===== src/rtl/fetch_queue_pkg.sv =====
// Shared constants for the fetch stage: CPU widths, the nop encoding,
// fetch exception tag bit positions and the sequential PC increment.
// No ports; imported by fetch_queue and fetch_queue_fifo.
package fetch_queue_pkg;

   // Core-wide widths; the fetch_queue width parameters are expected to match these
   localparam int CPU_ADDR_WIDTH  = 32;
   localparam int CPU_INSTR_WIDTH = 32;

   // All-zero word decodes as a nop, used for empty heads and error entries
   localparam logic [31:0] NOP_INSTR = 32'h0000_0000;

   // Fetch exception tag layout: {bus, align}
   localparam int EXC_WIDTH       = 2;
   localparam int FETCH_EXC_ALIGN = 0;
   localparam int FETCH_EXC_BUS   = 1;

   // Distance between sequential fetch addresses
   localparam int PC_INC = 4;

   // Packs the IFU error flags into the exception tag
   function automatic logic [EXC_WIDTH-1:0] make_exc_tag(input logic err_bus,
                                                         input logic err_align);
      logic [EXC_WIDTH-1:0] tag;
      tag                  = '0;
      tag[FETCH_EXC_BUS]   = err_bus;
      tag[FETCH_EXC_ALIGN] = err_align;
      return tag;
   endfunction

endpackage


===== src/rtl/fetch_queue_fifo.sv =====
// Synchronous FIFO holding fetched entries {except, pc, instr}.
// Ports:
//   clk, nrst       clock, asynchronous active-low reset
//   i_flush         drop all entries (wins over push/pop)
//   i_push, i_data  write one entry at the tail
//   i_pop           remove the head entry
//   o_head          current head entry (meaningful only when o_count != 0)
//   o_count         number of valid entries, 0..DEPTH
// DEPTH must be a power of two so the pointers wrap by plain overflow.
module fetch_queue_fifo
   import fetch_queue_pkg::*;
#(
   parameter int WIDTH = 66,
   parameter int DEPTH = 4
) (
   input  logic                       clk,
   input  logic                       nrst,
   input  logic                       i_flush,
   input  logic                       i_push,
   input  logic [WIDTH-1:0]           i_data,
   input  logic                       i_pop,
   output logic [WIDTH-1:0]           o_head,
   output logic [$clog2(DEPTH+1)-1:0] o_count
);

   localparam int PTR_W = $clog2(DEPTH);
   localparam int CNT_W = $clog2(DEPTH+1);

   logic [WIDTH-1:0] mem_q [DEPTH];
   logic [WIDTH-1:0] mem_d [DEPTH];
   logic [PTR_W-1:0] rd_ptr_q, rd_ptr_d;
   logic [PTR_W-1:0] wr_ptr_q, wr_ptr_d;
   logic [CNT_W-1:0] count_q, count_d;

   // Next-state for storage, pointers and occupancy; flush only resets the
   // bookkeeping since stale storage is never visible with count at zero
   always_comb begin
      mem_d    = mem_q;
      rd_ptr_d = rd_ptr_q;
      wr_ptr_d = wr_ptr_q;
      count_d  = count_q;
      if (i_flush) begin
         rd_ptr_d = '0;
         wr_ptr_d = '0;
         count_d  = '0;
      end else begin
         if (i_push) begin
            mem_d[wr_ptr_q] = i_data;
            wr_ptr_d        = wr_ptr_q + PTR_W'(1);
         end
         if (i_pop) begin
            rd_ptr_d = rd_ptr_q + PTR_W'(1);
         end
         if (i_push && !i_pop) begin
            count_d = count_q + CNT_W'(1);
         end else if (!i_push && i_pop) begin
            count_d = count_q - CNT_W'(1);
         end
      end
   end

   // State registers
   always_ff @(posedge clk or negedge nrst) begin
      if (!nrst) begin
         for (int i = 0; i < DEPTH; i++) begin
            mem_q[i] <= '0;
         end
         rd_ptr_q <= '0;
         wr_ptr_q <= '0;
         count_q  <= '0;
      end else begin
         mem_q    <= mem_d;
         rd_ptr_q <= rd_ptr_d;
         wr_ptr_q <= wr_ptr_d;
         count_q  <= count_d;
      end
   end

   assign o_head  = mem_q[rd_ptr_q];
   assign o_count = count_q;

endmodule


===== src/rtl/fetch_queue.sv =====
// Instruction fetch stage with a prefetch queue. Owns the sequential fetch
// pointer, issues single-outstanding reads to the IFU, buffers up to DEPTH
// fetched words with PC and error tag, and hands them to decode.
// Ports:
//   clk, nrst                      clock, asynchronous active-low reset
//   i_redir_valid, i_redir_pc      redirect pulse and target from the CU
//   o_valid, i_ready               decode handshake on the queue head
//   o_instr, o_pc, o_except        head entry (nop/zero when o_valid=0)
//   o_fetch_stall                  decode starved (o_valid=0)
//   o_addr, o_rd_cmd               IFU read address and command pulse
//   i_instr_dat, i_busy            IFU read data and busy flag
//   i_err_align, i_err_bus         IFU error flags, valid with a response
// ADDR_WIDTH/INSTR_WIDTH are expected to equal CPU_ADDR_WIDTH/CPU_INSTR_WIDTH;
// DEPTH must be a power of two in 2..16.
module fetch_queue
   import fetch_queue_pkg::*;
#(
   parameter int                    ADDR_WIDTH  = 32,
   parameter int                    INSTR_WIDTH = 32,
   parameter int                    DEPTH       = 4,
   parameter logic [ADDR_WIDTH-1:0] RESET_PC    = '0
) (
   input  logic                   clk,
   input  logic                   nrst,
   input  logic                   i_redir_valid,
   input  logic [ADDR_WIDTH-1:0]  i_redir_pc,
   output logic                   o_valid,
   input  logic                   i_ready,
   output logic [INSTR_WIDTH-1:0] o_instr,
   output logic [ADDR_WIDTH-1:0]  o_pc,
   output logic [EXC_WIDTH-1:0]   o_except,
   output logic                   o_fetch_stall,
   output logic [ADDR_WIDTH-1:0]  o_addr,
   output logic                   o_rd_cmd,
   input  logic [INSTR_WIDTH-1:0] i_instr_dat,
   input  logic                   i_busy,
   input  logic                   i_err_align,
   input  logic                   i_err_bus
);

   localparam int ENTRY_W = EXC_WIDTH + ADDR_WIDTH + INSTR_WIDTH;
   localparam int CNT_W   = $clog2(DEPTH+1);

   logic [ADDR_WIDTH-1:0] fpc_q, fpc_d;
   logic [ADDR_WIDTH-1:0] req_pc_q, req_pc_d;
   logic                  inflight_q, inflight_d;
   logic                  drop_q, drop_d;
   logic                  halt_q, halt_d;
   logic                  run_q, run_d;

   logic                  resp;
   logic                  resp_err;
   logic                  push;
   logic                  pop;
   logic                  issue;
   logic                  head_valid;
   logic [CNT_W:0]        occupancy;
   logic [CNT_W-1:0]      count;
   logic [ENTRY_W-1:0]    head;
   logic [ENTRY_W-1:0]    push_data;

   // Event decode. The read command is derived from registered state plus the
   // IFU's completion in this cycle, so a zero-wait IFU can take a new command
   // in the same cycle it returns data. i_ready never reaches the issue path:
   // occupancy uses the registered count, ignoring a pop in flight.
   // run_q holds off the very first command until one edge after reset release.
   always_comb begin
      resp       = inflight_q && !i_busy;
      resp_err   = i_err_bus || i_err_align;
      push       = resp && !drop_q && !i_redir_valid;
      head_valid = (count != '0);
      pop        = head_valid && i_ready && !i_redir_valid;
      occupancy  = {1'b0, count} + (CNT_W+1)'(inflight_q);
      issue      = run_q && !halt_q && !i_redir_valid
                   && (occupancy < (CNT_W+1)'(DEPTH))
                   && (!inflight_q || (resp && !drop_q && !resp_err));
      push_data  = {make_exc_tag(i_err_bus, i_err_align),
                    req_pc_q,
                    resp_err ? INSTR_WIDTH'(NOP_INSTR) : i_instr_dat};
   end

   // Next state for the fetch pointer and the transaction flags. A redirect
   // while a read is still pending marks its response for discard; the
   // pending flag stays set so no second read goes out until it completes.
   always_comb begin
      fpc_d      = fpc_q;
      req_pc_d   = req_pc_q;
      inflight_d = inflight_q;
      drop_d     = drop_q;
      halt_d     = halt_q;
      run_d      = 1'b1;
      if (i_redir_valid) begin
         fpc_d = i_redir_pc;
      end else if (issue) begin
         fpc_d = fpc_q + ADDR_WIDTH'(PC_INC);
      end
      if (issue) begin
         req_pc_d   = fpc_q;
         inflight_d = 1'b1;
      end else if (resp) begin
         inflight_d = 1'b0;
      end
      if (resp) begin
         drop_d = 1'b0;
      end else if (i_redir_valid && inflight_q) begin
         drop_d = 1'b1;
      end
      if (i_redir_valid) begin
         halt_d = 1'b0;
      end else if (push && resp_err) begin
         halt_d = 1'b1;
      end
   end

   // State registers
   always_ff @(posedge clk or negedge nrst) begin
      if (!nrst) begin
         fpc_q      <= RESET_PC;
         req_pc_q   <= RESET_PC;
         inflight_q <= 1'b0;
         drop_q     <= 1'b0;
         halt_q     <= 1'b0;
         run_q      <= 1'b0;
      end else begin
         fpc_q      <= fpc_d;
         req_pc_q   <= req_pc_d;
         inflight_q <= inflight_d;
         drop_q     <= drop_d;
         halt_q     <= halt_d;
         run_q      <= run_d;
      end
   end

   fetch_queue_fifo #(
      .WIDTH (ENTRY_W),
      .DEPTH (DEPTH)
   ) u_fifo (
      .clk     (clk),
      .nrst    (nrst),
      .i_flush (i_redir_valid),
      .i_push  (push),
      .i_data  (push_data),
      .i_pop   (pop),
      .o_head  (head),
      .o_count (count)
   );

   // Head presentation; an empty queue shows a nop with zero PC and tag
   always_comb begin
      o_valid       = head_valid;
      o_fetch_stall = !head_valid;
      o_instr       = INSTR_WIDTH'(NOP_INSTR);
      o_pc          = '0;
      o_except      = '0;
      if (head_valid) begin
         o_instr  = head[INSTR_WIDTH-1:0];
         o_pc     = head[INSTR_WIDTH +: ADDR_WIDTH];
         o_except = head[ENTRY_W-1 -: EXC_WIDTH];
      end
      o_addr   = fpc_q;
      o_rd_cmd = issue;
   end

endmodule


===== config.mk =====
export PLATFORM = sky130hd
export DESIGN_NAME = fetch_queue
export DESIGN_NICKNAME = d
export VERILOG_FILES = /design/src/rtl/fetch_queue_pkg.sv /design/src/rtl/fetch_queue_fifo.sv /design/src/rtl/fetch_queue.sv
export SDC_FILE = /design/constraint.sdc
export NUM_CORES = 1
export LEC_CHECK = 0
export BUFFER_PORTS_ARGS = -buffer_cell sky130_fd_sc_hd__buf_2
export CAP_MARGIN = 10
export CORE_ASPECT_RATIO = 0.9
export CORE_MARGIN = 1
export CORE_UTILIZATION = 55
export DETAILED_ROUTE_END_ITERATION = 7
export PLACE_DENSITY = 0.77
export SLEW_MARGIN = 10
export SYNTH_ARGS = -nofsm -noshare
export SYNTH_HDL_FRONTEND = slang
export SYNTH_SLANG_ARGS = --single-unit

===== constraint.sdc =====
create_clock -name clk -period 2.48 [get_ports clk]
set_input_delay 0.248 -clock clk [delete_from_list [all_inputs] [get_ports clk]]
set_output_delay 0.248 -clock clk [all_outputs]
set_load 0.01 [all_outputs]

==> qor.yml, run 1 <==
grt_pass1_vias: 10900
synth_edf_count: 0
num_rows: 57
cts-root-buf: "clkbuf_16"
synth_async_sr_flop_share_pct: 100
synth_cell_type_count: 50
power_density_mw_per_mm2: 958
grt_pass1_wl_um: 58500
fin_ws_ps: 75.0
slowest_delay_ps: 540
crit_type: "flop to output port"
relSlewSlack_pct: 55.4
hold_class: "input port to flop"
grt_max_degree: 81
cts_buffers: 35
finalWeightedCongestion: 0.883
crit_chain: "buf_12 -> mux4_2 -> and2_1 -> buf_2"
die_h_um: 161
synth.avg_cell_area_um2: 12.3
drive_gt1_share_pct: 36.3
fill_cells: 1975
hold_viol: 0
h-tree-depth: 2
worst_pin_slew_ps: 663
dp.cells: 1722
grtUsageTotal_pct: 26.2
final_cells: 1809
coreArea_mm2: 0.0272
clk_pin_slew_ps: 60
cp_top_family: "multiplexers"
fin_crit_sh_pct: 97.0
reg2reg_depth: 6
p_clk_share_pct: 30.7
multiInputGateArea_mm2: 0.00656
seq_area_frac_synth_pct: 55.2
p_leak_uw: 0.00841
slew_viol_final: 0
pwr-share-seq_pct: 42.5
netlist_instances: 1255
dieArea_mm2: 0.0286
pre_cts_slack_ps: 400
firstDrtPassIters: 5
fmax_mhz: 416
synth_seq_cells: 339
syn_nets: 1332
start_kind: "flop"
cts_tree: "done"
ant_nets: 0
synth.top_cell.area_share_pct: 55.2
synth_common_cells: "dfrtp_1 (339), nand2_1 (189), mux2_2 (170)"
yosys_most_used_dff: "dfrtp_1"
finalCriticalPeriod_ps: 2410
io_pins: 172
setup_viol: 0
post-route-util_pct: 67.2
grt-ovfl-total: 0
netlist_area_mm2: 0.0154
ys_warn_count: 0
crit_buf_inv: 2
slowest_stage: "mux4_2"
wl_um: 36300
portBuffers: 171
cts.path.max_buffers: 3
worstHoldPathCells: 3
crit_cells: 4
drv_cap: 0
die_width_um: 178
status: "complete, no violations"
vias_per_cell: 5.93
cp-end-kind: "output port"
clk_latency_ps: 520
p_sw_uw: 5300
critPathMaxFanout: 21
syn_to_final_growth_pct: 19.1
fin_skew_ps: 23.4
clock_sinks: 339
yosysMostFrequentCell: "dfrtp_1"
arrival_ps: 2160
irDropWorstVdd_uv: 719
netlist_top_cells_area: "dfrtp_1 (55%), mux2_2 (12%), mux4_2 (9.7%)"
drt-initial-drc-count: 737
antenna_found_initial: 2
p_int_uw: 12200
seq_area_mm2: 0.00849
fin_nets: 1507
p_comb_share_pct: 26.8
num_vias: 10700
detail_route.wl_per_cell_um: 20.1
drc_errors: 0
hpwl_um: 22300
worstPathRequired_ps: 2230
p_sw_share_pct: 30.2
yosysTopAreaCell: "dfrtp_1"
initial_core_util_pct: 56.5
[routing by layer]
metal  routed length, µm  share of wire (%)  global-route usage, %
met5                   8              0.022                      0
met4                 662                1.8                   6.90
met3                2820                7.8                   5.47
met2               17500                 48                   41.4
met1               15400                 42                   37.1
[cell usage in the layout (no fill, tap or decap), types with 13 or more instances in the layout]
cell type / count
nor2_1: 23
buf_12: 15
dlygate4sd3_1: 22
clkbuf_16: 36
nand3_1: 13
buf_4: 15
nand2_1: 189
buf_2: 170
a31oi_1: 16
and2_1: 67
or4_1: 16
o21ai_0: 137
dfrtp_1: 337
mux2_2: 170
nand4_1: 13
mux4_2: 66
[stage by stage]
| stage | hold WS (ps) | total power [µW] | cell area, µm² | setup TNS (ps) |
|---|---|---|---|---|
| 6_report | 20.5 | 17500 | 18300 | 0 |
| 5_1_grt | 19.5 | 18400 | 18300 | -7.60 |
| 4_1_cts | 2.56 | 17600 | 18300 | 0 |
| 3_5_place_dp | 234 | 12100 | 16800 | 0 |
| 3_3_place_gp | 231 | 11900 | 16800 | 0 |
| 2_1_floorplan | -47.6 | 10300 | 15400 | 0 |
[layout make-up]
class	count	area share, %
clock buffer	49	5.67
inverter	11	0.225
tap	354	2.42
timing repair buffer	227	8.68
sequential	339	46.4
clock inverter	12	0.799
multi-input combinational	816	35.8
antenna	1	0.0137
[logic make-up after synthesis]
group / synth area share (%)
AND/OR/NAND/NOR: 11.8
flip-flops: 55.2
multiplexers: 22.2
AO/OA/AOI/OAI: 7.31
buffers and inverters: 2.61
adder cells (fa/ha/maj): 0.537
XOR/XNOR: 0.342
other: 0.0244
[state kept, by name (all words and copies together) (netlist names)]
name,flops
u_fifo.o_count,3
o_addr,32
u_fifo.wr_ptr_q,2
req_pc_q,32
halt_q,1
inflight_q,1
run_q,1
drop_q,1
u_fifo.mem_q,264
u_fifo.rd_ptr_q,2
[power by group through the flow]
stage          combinational (µW)  clock, µW  sequential [µW]
3_3_place_gp                 4490          0             7430
3_5_place_dp                 4600          0             7520
4_1_cts                      4700       5470             7450
6_report                     4710       5390             7450
2_1_floorplan                3130          0             7190
5_1_grt                      5140       5690             7600
[worst register-to-register path, cell delays in order (launching register included)]
cell,delay (ps)
dfrtp_1,430
o41ai_4,390
buf_4,190
nand3_2,60
buf_4,240
or4_1,570
o211ai_1,190
[worst paths after layout]
| check | slack [ps] | to | from |
|---|---|---|---|
| max | 70 | o_pc[3] | u_fifo.rd_ptr_q[0] |
| min | 20 | o_addr[27] | i_redir_pc[27] |
| max reg2reg | 310 | o_addr[31] | drop_q |
| min reg2reg | 480 | u_fifo.mem_q[75] | u_fifo.mem_q[75] |
| max in group asynchronous | 1370 | u_fifo.mem_q[53] | nrst |
| min in group asynchronous | 290 | u_fifo.mem_q[222] | nrst |
[what timing repair did]
item / 4_1_cts / 5_1_grt
gates resized for setup: 2 / 4
endpoints found under the hold margin: 80 / 1
buffers inserted: 0 / 1
endpoints found under the setup margin: 36 / 4
cloned: 1 / 1
hold buffers: 21 / 1
pin swaps: 0 / 1
No activity file was read; power rests on OpenSTA's default activity.
==> run 2, diff against run 1 <==
--- a/config.mk
+++ b/config.mk
@@ -11,6 +11,7 @@
 export CORE_MARGIN = 1
 export CORE_UTILIZATION = 55
 export DETAILED_ROUTE_END_ITERATION = 7
+export HOLD_SLACK_MARGIN = 0.1
 export PLACE_DENSITY = 0.77
 export SLEW_MARGIN = 10
 export SYNTH_ARGS = -nofsm -noshare
==> run 2 against run 1 <==
  * Count of clock-buffer cells in the layout unchanged
  * Maximum frequency decreased by 0.45%
  * Sequential share of layout area decreased by 1.1 points
  * Register-to-register slack about the same
  * Via count increased by 1.5%
  * Setup slack got worse by 11 ps
  * Critical path type unchanged
  * Largest cell class unchanged
  * Largest power group unchanged
==> qor.yml, run 2 (synthesized netlist as in run 1, its figures left out) <==
fin_skew_ps: 22.6
top_register: "u_fifo.mem_q"
antenna_found_initial: 0
hold_path_end: "u_fifo.mem_q[130]"
relSlewSlack_pct: 54.5
fmax_mhz: 414
hpwl_um: 22300
cp-end-kind: "output port"
most-common-layout-cells: "dfrtp_1 (337), nand2_1 (189), mux2_2 (170), buf_2 (170), o21ai_0 (137)"
dieArea_mm2: 0.0286
fin_area_mm2: 0.0187
cts-root-buf: "clkbuf_16"
start_kind: "flop"
final_cells: 1853
wl_um: 37300
detail_route.wl_per_cell_um: 20.1
worstHoldPathCells: 2
cts.path.max_buffers: 3
critPathMaxFanout: 52
slew_viol_final: 0
num_vias: 10900
dp.cells: 1722
firstDrtPassIters: 7
drive_gt1_share_pct: 35.2
crit_path_start: "u_fifo.o_count[0]"
finalWeightedCongestion: 0.883
reg2reg_depth: 4
fin_nets: 1552
reg2reg_slack_ps: 300
clock_sinks: 339
largest_reg_flops: 264
syn_to_final_growth_pct: 21.9
r2r_end: "o_addr[31]"
initial_core_util_pct: 56.5
irDropWorstVdd_uv: 652
grtUsageTotal_pct: 26.9
io_pins: 172
coreArea_mm2: 0.0272
grt_pass1_wl_um: 59900
grt-ovfl-total: 0
status: "complete, no violations"
clk_pin_slew_ps: 60
drv_cap: 0
setup_viol: 0
hold_class: "input port to flop"
diodes: 0
portBuffers: 171
hold_viol: 0
finalCriticalPeriod_ps: 2420
die_width_um: 178
p_leak_uw: 0.00859
vias_per_cell: 5.87
fin_crit_sh_pct: 97.4
die_h_um: 161
layout_commonest_cell: "dfrtp_1"
worstPathRequired_ps: 2230
grt_pass1_vias: 11200
arrival_ps: 2170
num_rows: 57
crit_chain: "or3_2 -> buf_4 -> and2_1 -> buf_2"
crit_type: "flop to output port"
drt-initial-drc-count: 755
grt_max_degree: 81
clk_latency_ps: 520
power_density_mw_per_mm2: 939
dpl_cell_area_mm2: 0.0168
slowest_delay_ps: 490
r2r-start: "o_addr[10]"
ant_nets: 0
cts_buffers: 35
drc_errors: 0
cts_tree: "done"
h-tree-depth: 2
hp-start: "i_err_align"
worst_pin_slew_ps: 676
slowest_stage: "or3_2"
==> run 2: changes by cell type in the layout (fill, tap and decap cells not counted) <==
cell and delta:
clkbuf_16 -1, buf_6 -1, and2_1 -1, diode_2 -1, buf_4 +1, dlygate4sd3_1 +46, and2_4 +1
==> run 2: repair_timing <==
| item | CTS | global route |
|---|---|---|
| gates cloned | 1 | 0 |
| resized for setup | 2 | 4 |
| hold buffers | 68 | 0 |
| buffers inserted | 0 | 1 |
| pin swaps | 0 | 1 |
| hold endpoints to repair | 210 | 0 |
| endpoints found under the setup margin | 36 | 3 |
==> run 2: layout make-up <==
type | count | area (µm²)
clock buffers | 49 | 1040
flip-flops and latches | 339 | 8490
clock inverters | 12 | 146
well taps | 354 | 443
multi-input cells | 816 | 6570
fillers | 1892 | 8500
repair buffers | 272 | 2020
inverters | 11 | 41.3
==> run 2: routing by layer <==
layer	vias up	wire (µm)	track usage (%)
li1	4931	-	-
met1	5439	16000	37.7
met2	453	18000	43.2
met3	60	2620	5.42
met4	0	706	6.90
met5	-	0	0
==> run 2: critical path: cells and delay by family, from the launching register on <==
kind,cells,cell delay [ps]
and+or+nand+nor,2,740
DFF,1,430
buffers and inverters,2,460
==> run 2: worst max-delay path by stage <==
stage | end | slack, ps | cells past startpoint
after floorplan | o_addr[22] | 360 | 6
after global placement | o_addr[25] | 460 | 6
after detailed placement | o_addr[31] | 400 | 4
after CTS | o_pc[30] | 20 | 4
after global routing | o_rd_cmd | -7 | 5
final | o_instr[21] | 60 | 4
==> run 2: metrics by stage <==
stage	worst slack [ps]	TNS, ps	hold WS [ps]	utilization (%)	total power, µW
CTS	17.2	0	101	68.7	17700
floorplan	359	0	-47.6	-	10300
global route	-6.66	-9.17	120	68.8	18500
global placement	456	0	231	61.8	11900
detailed placement	400	0	234	61.8	12100
finish	64.2	0	113	68.8	17600
==> run 2: report_power, final <==
part	leakage (µW)	internal (µW)	total [µW]	switching [µW]
logic	0.00352	2480	4750	2270
registers	0.00449	6560	7460	899
clock network	0.000581	3230	5390	2160
total	0.00859	12300	17600	5330
